<file path="src/rtl/dmem_arbiter.sv">
// dmem_arbiter
// Two-port arbiter and sequencer in front of the byte-addressed, big-endian
// data memory. Port 0 is the CPU load/store unit and port 1 is the debug/DMA
// loader. Each accepted request runs as a fixed sequence:
//   read/write: IDLE -> ACCESS -> DONE
//   swap:       IDLE -> ACCESS (read old) -> SWAP_WR (write new) -> DONE
// Swap is built here from a read followed by a write, so the memory's own
// swap input stays tied low outside this block.
//
// Ports
//   clk, rst                   clock, synchronous active-high reset
//   reqN_valid/op/addr/wdata   request from port N (op: 00 rd, 01 wr, 10 swap, 11 rd)
//   reqN_ready                 one-cycle accept pulse (combinational in IDLE)
//   reqN_done                  one-cycle completion pulse
//   rsp_rdata                  read data / pre-swap data, held until next capture
//   mem_addr, mem_wdata        latched request address and data to memory
//   mem_we                     memory write enable
//   mem_rdata                  combinational memory read data
module dmem_arbiter #(
  parameter int ADDR_W = 32,
  parameter int DATA_W = 32
) (
  input  logic              clk,
  input  logic              rst,
  input  logic              req0_valid,
  input  logic [1:0]        req0_op,
  input  logic [ADDR_W-1:0] req0_addr,
  input  logic [DATA_W-1:0] req0_wdata,
  input  logic              req1_valid,
  input  logic [1:0]        req1_op,
  input  logic [ADDR_W-1:0] req1_addr,
  input  logic [DATA_W-1:0] req1_wdata,
  output logic              req0_ready,
  output logic              req1_ready,
  output logic              req0_done,
  output logic              req1_done,
  output logic [DATA_W-1:0] rsp_rdata,
  output logic [ADDR_W-1:0] mem_addr,
  output logic [DATA_W-1:0] mem_wdata,
  output logic              mem_we,
  input  logic [DATA_W-1:0] mem_rdata
);

  typedef enum logic [1:0] {
    IDLE    = 2'd0,
    ACCESS  = 2'd1,
    SWAP_WR = 2'd2,
    DONE    = 2'd3
  } state_t;

  state_t            state_r;
  state_t            state_next_s;
  logic [1:0]        op_r;
  logic [ADDR_W-1:0] addr_r;
  logic [DATA_W-1:0] wdata_r;
  logic [DATA_W-1:0] rdata_r;
  logic              port_r;      // port owning the operation in flight
  logic              last_r;      // port granted most recently
  logic              any_valid_s;
  logic              grant_s;     // port that would be granted this cycle
  logic              is_write_s;
  logic              is_swap_s;

  // Round-robin grant selection and decode of the latched opcode
  always_comb begin
    any_valid_s = req0_valid | req1_valid;
    if (req0_valid && req1_valid) begin
      grant_s = ~last_r;
    end else if (req1_valid) begin
      grant_s = 1'b1;
    end else begin
      grant_s = 1'b0;
    end
    // op 11 falls through as a read
    is_write_s = (op_r == 2'b01);
    is_swap_s  = (op_r == 2'b10);
  end

  // State register
  always_ff @(posedge clk) begin
    if (rst) begin
      state_r <= IDLE;
    end else begin
      state_r <= state_next_s;
    end
  end

  // Next-state sequencing
  always_comb begin
    state_next_s = state_r;
    case (state_r)
      IDLE: begin
        if (any_valid_s) begin
          state_next_s = ACCESS;
        end else begin
          state_next_s = IDLE;
        end
      end
      ACCESS: begin
        if (is_swap_s) begin
          state_next_s = SWAP_WR;
        end else begin
          state_next_s = DONE;
        end
      end
      SWAP_WR: state_next_s = DONE;
      DONE:    state_next_s = IDLE;
      default: state_next_s = IDLE;
    endcase
  end

  // Handshake and memory-control decode. Ready is gated by rst so a request
  // is never told it was accepted on an edge where nothing gets latched.
  always_comb begin
    req0_ready = 1'b0;
    req1_ready = 1'b0;
    if ((state_r == IDLE) && !rst && any_valid_s) begin
      req0_ready = ~grant_s;
      req1_ready = grant_s;
    end else begin
      req0_ready = 1'b0;
      req1_ready = 1'b0;
    end
    req0_done = (state_r == DONE) && !port_r;
    req1_done = (state_r == DONE) && port_r;
    mem_we    = ((state_r == ACCESS) && is_write_s) || (state_r == SWAP_WR);
  end

  // Request latch, read-data capture and round-robin pointer
  always_ff @(posedge clk) begin
    if (rst) begin
      op_r    <= 2'b00;
      addr_r  <= {ADDR_W{1'b0}};
      wdata_r <= {DATA_W{1'b0}};
      rdata_r <= {DATA_W{1'b0}};
      port_r  <= 1'b0;
      last_r  <= 1'b1;  // "port 1 was last" so port 0 wins the first tie
    end else begin
      case (state_r)
        IDLE: begin
          if (any_valid_s) begin
            port_r  <= grant_s;
            last_r  <= grant_s;
            op_r    <= grant_s ? req1_op    : req0_op;
            addr_r  <= grant_s ? req1_addr  : req0_addr;
            wdata_r <= grant_s ? req1_wdata : req0_wdata;
          end
        end
        ACCESS: begin
          // read and swap both capture; write leaves the response untouched
          if (!is_write_s) begin
            rdata_r <= mem_rdata;
          end
        end
        default: begin
        end
      endcase
    end
  end

  assign mem_addr  = addr_r;
  assign mem_wdata = wdata_r;
  assign rsp_rdata = rdata_r;

endmodule

</file>
<file path="config.mk">
export PLATFORM = sky130hd
export DESIGN_NAME = dmem_arbiter
export DESIGN_NICKNAME = d
export VERILOG_FILES = /design/src/rtl/dmem_arbiter.sv
export SDC_FILE = /design/constraint.sdc
export NUM_CORES = 1
export LEC_CHECK = 0
export CAP_MARGIN = 20
export CORE_MARGIN = 2
export CORE_UTILIZATION = 33
export CTS_CLUSTER_DIAMETER = 120
export CTS_CLUSTER_SIZE = 8
export DETAILED_ROUTE_END_ITERATION = 10
export PLACE_DENSITY = 0.78
export SYNTH_ARGS = -nofsm -noshare
export SYNTH_HDL_FRONTEND = slang
export SYNTH_SLANG_ARGS = --single-unit
</file>
<file path="constraint.sdc">
create_clock -name clk -period 1.93 [get_ports clk]
set_clock_uncertainty 0.1 [all_clocks]
set_input_delay 0.386 -clock clk [delete_from_list [all_inputs] [get_ports clk]]
set_output_delay 0.386 -clock clk [all_outputs]
set_load 0.01 [all_outputs]
</file>
==> results.toml <==
[floorplan]
initial_core_util_pct = 33.99
fp.dieH_um = 115.7
die_area_um2 = 13380
core_um2 = 12110
die_w_um = 115.7
core.rowCount = 40
pin_count = 269

[power_and_ir_drop]
p_clk_share_pct = 20.4
power_frac_seq_pct = 35.3
intPower_uw = 5619
power_per_cell_area_nw_per_um2 = 1176
comb_power_share_pct = 44.3
switching_share_pct = 34.49
cellLeakagePower_uw = 0.002926
max-vdd-ir-drop_v = 0.0007239
p_switching_uw = 2959

[routing]
wire_per_inst_um = 16.88
num_vias = 4442
drtIter0Drc = 280
ant_nets = 0
dr.pass1.iters = 4
drt_wl_total_um = 14570
via_per_inst = 5.147
drc = 0

[finish]
area_delta_synth_final_pct = 77.20
layout_common_cells = "260 x clkdlybuf4s50_1, 100 x dfxtp_1, 52 x and3_1, 52 x a221o_1, 33 x a21oi_1"
layout_commonest_cell = "clkdlybuf4s50_1"
drive_gt1_share_pct = 8.345
final_area_um2 = 7295
layout.nets = 863
n_antenna_cell = 0

[grt]
overflow = 0
grt_pass1_wl_um = 21810
grt_usage_pct = 20.67
grt_max_degree = 67
grt_pass1_vias = 4429
grt_antenna_before_repair = 0

[logic_synthesis]
yosysUniqueCellTypes = 30
syn-cell-area_um2 = 4116
async_flop_share_pct = 0
synth_top_cell_area_share_pct = 49.60
ys_seq_area_share_pct = 49.60
ys_ff_latch = 102
yosysTopAreaCell = "dfxtp_1"
syn_area_per_cell_um2 = 9.441
syn_inst = 436
syn_nets = 609
yosysWarnings = 0
synth_edf_count = 0
synth_ff_type = "dfxtp_1"
ys_top_cells_by_area = "dfxtp_1 50%, a221o_1 13%, and3_1 7.9%"

[critical_path]
required_ns = 1.44
crit_arrival_ns = 1.45
slowest_delay_ns = 0.33
crit_type = "reg2out"
start_kind = "flop"
path_cells = "inv_2, ha_4, nor2b_4, buf_6, and3_4, buf_6"
cp_max_fo = 2
cp_slowest_cell = "dfxtp_2"
crit_top_cell = "buf_6"
crit_path_end_kind = "output port"

[clock_tree]
cts_inserted_buffers = 9
clock_latency_ns = 0.34
cts_tree = "built"
cts_sinks = 102
hold_buffers = 0
h-tree-depth = 3
path_clk_slew_ns = 0.07
cts_buffer_depth = 2
clockRootBuffer = "clkbuf_16"

[place]
dpl_cell_area_um2 = 6902
dp_hpwl_um = 10150
io_buffers = 268
place_ws_ns = -0.5921
finalWeightedCongestion = 0.7644

[sta]
final.min_clock_period_ns = 1.936
rsz0062_at_grt = "yes"
fin_ws_ns = -0.005811
hold_viol = 0
setup_viol_count_final = 1
final.period_utilization_pct = 100.3
worst_pin_slew_ns = 0.7135
maxSlewViolCount = 0
max_freq_mhz = 516.6
relSlewSlack_pct = 52.32

[status]
status = "finished, violations left"
violations = "negative setup slack"

[flow_run]
cap_violations = 0

[worst_hold_path]
hold_class = "reg2reg"
==> cells in the mapped netlist, types with 2 or more instances <==
cell / number
nand2b_1: 2
clkbuf_1: 34
buf_6: 7
nor2_1: 16
and3_1: 52
o21ai_0: 11
dfxtp_1: 102
nand2_1: 28
buf_2: 3
a311oi_1: 14
nor2b_1: 4
inv_1: 3
buf_4: 2
nand3_1: 32
o21ai_1: 22
a221o_1: 52
a21o_1: 2
ha_1: 5
a21oi_1: 33
and2_1: 2
==> cells by family after synthesis <==
kind of cell | count (synthesis) | share of synthesized area [%]
AOI/OAI and AO/OA | 139 | 25.08
and+or+nand+nor | 139 | 17.60
DFF | 102 | 49.60
buffers and inverters | 51 | 6.200
adders and majority gates | 5 | 1.520
==> metal layers <==
| metal | part of all wire, % | GRT usage (%) |
|---|---|---|
| met1 | 39 | 23.67 |
| met2 | 50 | 36.30 |
| met3 | 8.8 | 7.897 |
| met4 | 1.7 | 5.317 |
| met5 | 0 | 0 |
==> registers in the layout (all words and copies together) (netlist names) <==
register	cells
last_r	1
mem_addr	32
mem_wdata	32
op_r	2
port_r	1
rsp_rdata	32
state_r	2
==> path summary, 6_finish.rpt <==
path,startpoint,to,slack [ns],cells past startpoint
worst max-delay path,state_r[0],req0_ready,-0.006,6
worst min-delay path,rsp_rdata[29],rsp_rdata[29],0.37,2
worst max register to register,state_r[0],mem_wdata[9],0.06,8
worst min register to register,rsp_rdata[29],rsp_rdata[29],0.37,2
==> critical path, delay by kind of cell (launching register included) <==
kind | cells | cell delay, ns
AND/OR/NAND/NOR | 2 | 0.35
flip-flops | 1 | 0.33
buffers and inverters | 3 | 0.29
adder cells (fa/ha/maj) | 1 | 0.15
==> timing repair <==
action,CTS,global route
pin swaps,4,3
endpoints found under the setup margin,58,91
cloned,1,1
setup buffers,2,2
resized for setup,27,16
==> power groups by stage <==
stage                     Sequential (µW)  Combinational [µW]  Clock [µW]
final                                3030                3800        1750
after global routing                 3100                4120        1900
after CTS                            3030                3720        1820
after detailed placement             3050                3620           0
after global placement               3040                3540           0
after floorplan                      3280                1510           0
==> metrics by stage <==
| stage | hold slack (ns) | TNS [ns] | utilization [%] | total power [µW] | std cells |
|---|---|---|---|---|---|
| 3_5_place_dp | 0.3678 | -34.04 | 56.98 | 6672 | 841 |
| 6_report | 0.3745 | -0.005811 | 60.23 | 8578 | 863 |
| 2_1_floorplan | 0.3411 | 0 | - | 4790 | 436 |
| 5_1_grt | 0.3953 | -0.1273 | 60.23 | 9127 | 863 |
| 3_3_place_gp | 0.3537 | -29.97 | 56.98 | 6579 | 841 |
| 4_1_cts | 0.3629 | -0.005744 | 59.75 | 8568 | 860 |
==> area by class of cell <==
type / count / area [µm²]
clock buffers: 9 / 225.2
inverters: 4 / 17.52
clock inverters: 7 / 62.56
well taps: 168 / 210.2
multi-input cells: 285 / 1883
flip-flops and latches: 102 / 2044
fillers: 1072 / 4817
repair buffers: 288 / 2851
Power figures use the tool's default switching activity.
==> RTL edit (same flow settings) <==
Change the parameter `ADDR_W` from 32 to 16.
--- a/src/rtl/dmem_arbiter.sv
+++ b/src/rtl/dmem_arbiter.sv
@@ -17,7 +17,7 @@
 //   mem_we                     memory write enable
 //   mem_rdata                  combinational memory read data
 module dmem_arbiter #(
-  parameter int ADDR_W = 32,
+  parameter int ADDR_W = 16,
   parameter int DATA_W = 32
 ) (
   input  logic              clk,
Ports: changed (resized mem_addr, req0_addr and req1_addr); port bits go from 269 to 221. No check against the original RTL was run, so the function may have changed too.
==> RTL edit against the unedited design <==
Final area decreased by 17%; worst hold slack improved by 3.6 ps; die area decreased by 15%; critical path type is now input pin to primary output; maximum frequency increased by 2.6%; sequential cell count decreased by 16; area after synthesis decreased by 15%; power decreased by 19%; wire length decreased by 19%; setup slack improved by 49 ps; first-iteration DRC count decreased by 24%; sequential power decreased by 16%; synthesized cell count decreased by 13%; global-route usage decreased by 0.60 points.
==> RTL edit: results (changes against the unedited design) <==
| Metric | Value |
|---|---|
| Status | `finished, final reports clean` |
| 1st-iter DRT viols | `213 (-24%)` |
| CTS Buf Count | `9 (unchanged)` |
| Top post-synthesis cells by area | `dfxtp_1 49%, a221o_1 10%, and3_1 6.6%, a21oi_1 4.7%, o21ai_0 4.7%` |
| Drt total wl | `11900 um (-19%)` |
| TritonRoute pass-1 iters | `5 (+1)` |
| Final #Nets | `735 (-15%)` |
| Top post-synthesis cells by count | `86 x dfxtp_1, 37 x and3_1, 36 x a221o_1, 33 x a21oi_1, 33 x o21ai_0` |
| Minimum hold slack | `378 ps (+3.63 ps)` |
| R2r startpoint | `state_r[1]` |
| Antenna Cells | `0 (unchanged)` |
| Yosys warns | `0 (unchanged)` |
| Static leakage | `2.42 nW (-17%)` |
| R2R Setup Slk | `170 ps (+110 ps)` |
| Unique masters post-synth | `28 (-6.7%)` |
| IO buf count | `220 (-18%)` |
| HPWL after DPL | `8550 um (-16%)` |
| WHS Endpoint | `rsp_rdata[7]` |
| Syn Nets | `521 (-14%)` |
| Proportion of layout cells with a drive suffix above 1 | `9.35% (+1.0 points)` |
| Vias in the first global route | `3768 (-15%)` |
| Beginning of the worst hold path | `rsp_rdata[7]` |
| Seq/Total Area, Yosys | `49.4% (-0.22 points)` |
| RR Endpoint | `rsp_rdata[5]` |
| Peak supply drop | `0.432 mV (-40%)` |
| Reg2Reg Depth | `8 (unchanged)` |
| All-Layer GR Usage | `20.1% (-0.60 points)` |
| Clock Latency Late Sink | `about 350 ps` |
| Clk slew on worst S/H paths | `80 ps` |
| Routability cong. | `0.793 (+3.7%)` |
| Root buf cell | `clkbuf_8` |
| Crit path from | `req0_valid` |
| Fill count | `952 (-11%)` |
| WHS Path Cells | `2 (unchanged)` |
| FFs w/ async S/R, synth | `0% (unchanged)` |
| CP arrival | `1400 ps (-50 ps)` |
| Worst setup endpoint | `req1_ready` |
| Top FF cell, synth | `dfxtp_1` |
| Antenna violations before repair | `0 (unchanged)` |
| Slew margin rel. | `62.8% (+11 points)` |
| Global-route wire length before repair | `18300 um (-16%)` |
| CTS H-tree lvls | `3 (unchanged)` |
| Hold Path Class | `flop to flop` |
| Vias per Instance | `5.15 (about the same)` |
| Longest Clk Path Bufs | `2 (unchanged)` |
| Largest net degree at the start of global routing | `51 (-24%)` |
| Crit Path Max Fanout | `3 (+1)` |
## RTL edit: cell count changes after synthesis, moves of 6 or more
cell | unedited run | this run
a221o_1 | 52 | 36
buf_2 | 3 | 9
and3_1 | 52 | 37
dfxtp_1 | 102 | 86
o21ai_1 | 22 | 0
clkbuf_1 | 34 | 21
o21ai_0 | 11 | 33
## RTL edit: cells by family after synthesis
group           synth area share, %
compound gates                 25.0
simple gates                   17.8
flops                          49.4
buf+inv                        6.03
fa+ha+maj                      1.79
## RTL edit: per-layer routing
layer	share of wire [%]	global-route usage [%]	wire length, um
met5	0	0	0
met4	2.9	8.81	342
met3	8.0	6.02	946
met2	49	34.2	5760
met1	41	23.2	4810
## RTL edit: where the power goes
group	switching [mW]	internal, mW
Clock	0.652	0.597
Combinational	1.49	1.70
Sequential	0.271	2.28
Total	2.42	4.57
## RTL edit: critical path, cell delays in order
cell and delay, ps:
clkdlybuf4s50_1 510, a21boi_4 200, and2_1 160, buf_2 150
## RTL edit: through the flow
stage               util [%]  cell area [um^2]  total power, mW  std cells  worst slack [ps]
finish                  58.9              6050             6.99        735              42.7
global route            58.9              6050             7.46        735             -25.2
CTS                     58.7              6040             7.02        735              2.35
detailed placement      57.0              5860             5.77        719              -396
global placement        57.0              5860             5.65        719              -353
floorplan                  -              3490             4.06        380               120
## RTL edit: layout make-up
class / count / area, um^2 / share of cell area, %
clock buffers: 10 / 128 / 2.11
flip-flops and latches: 86 / 1720 / 28.5
clock inverters: 6 / 62.6 / 1.03
well taps: 136 / 170 / 2.81
inverters: 4 / 15.0 / 0.248
multi-input cells: 251 / 1580 / 26.1
repair buffers: 242 / 2370 / 39.2
## RTL edit: repair_timing
action	4_1_cts	5_1_grt
setup buffers	0	0
pin swaps	0	1
endpoints found under the setup margin	5	35
gates resized for setup	16	13
hold endpoints to repair	0	0
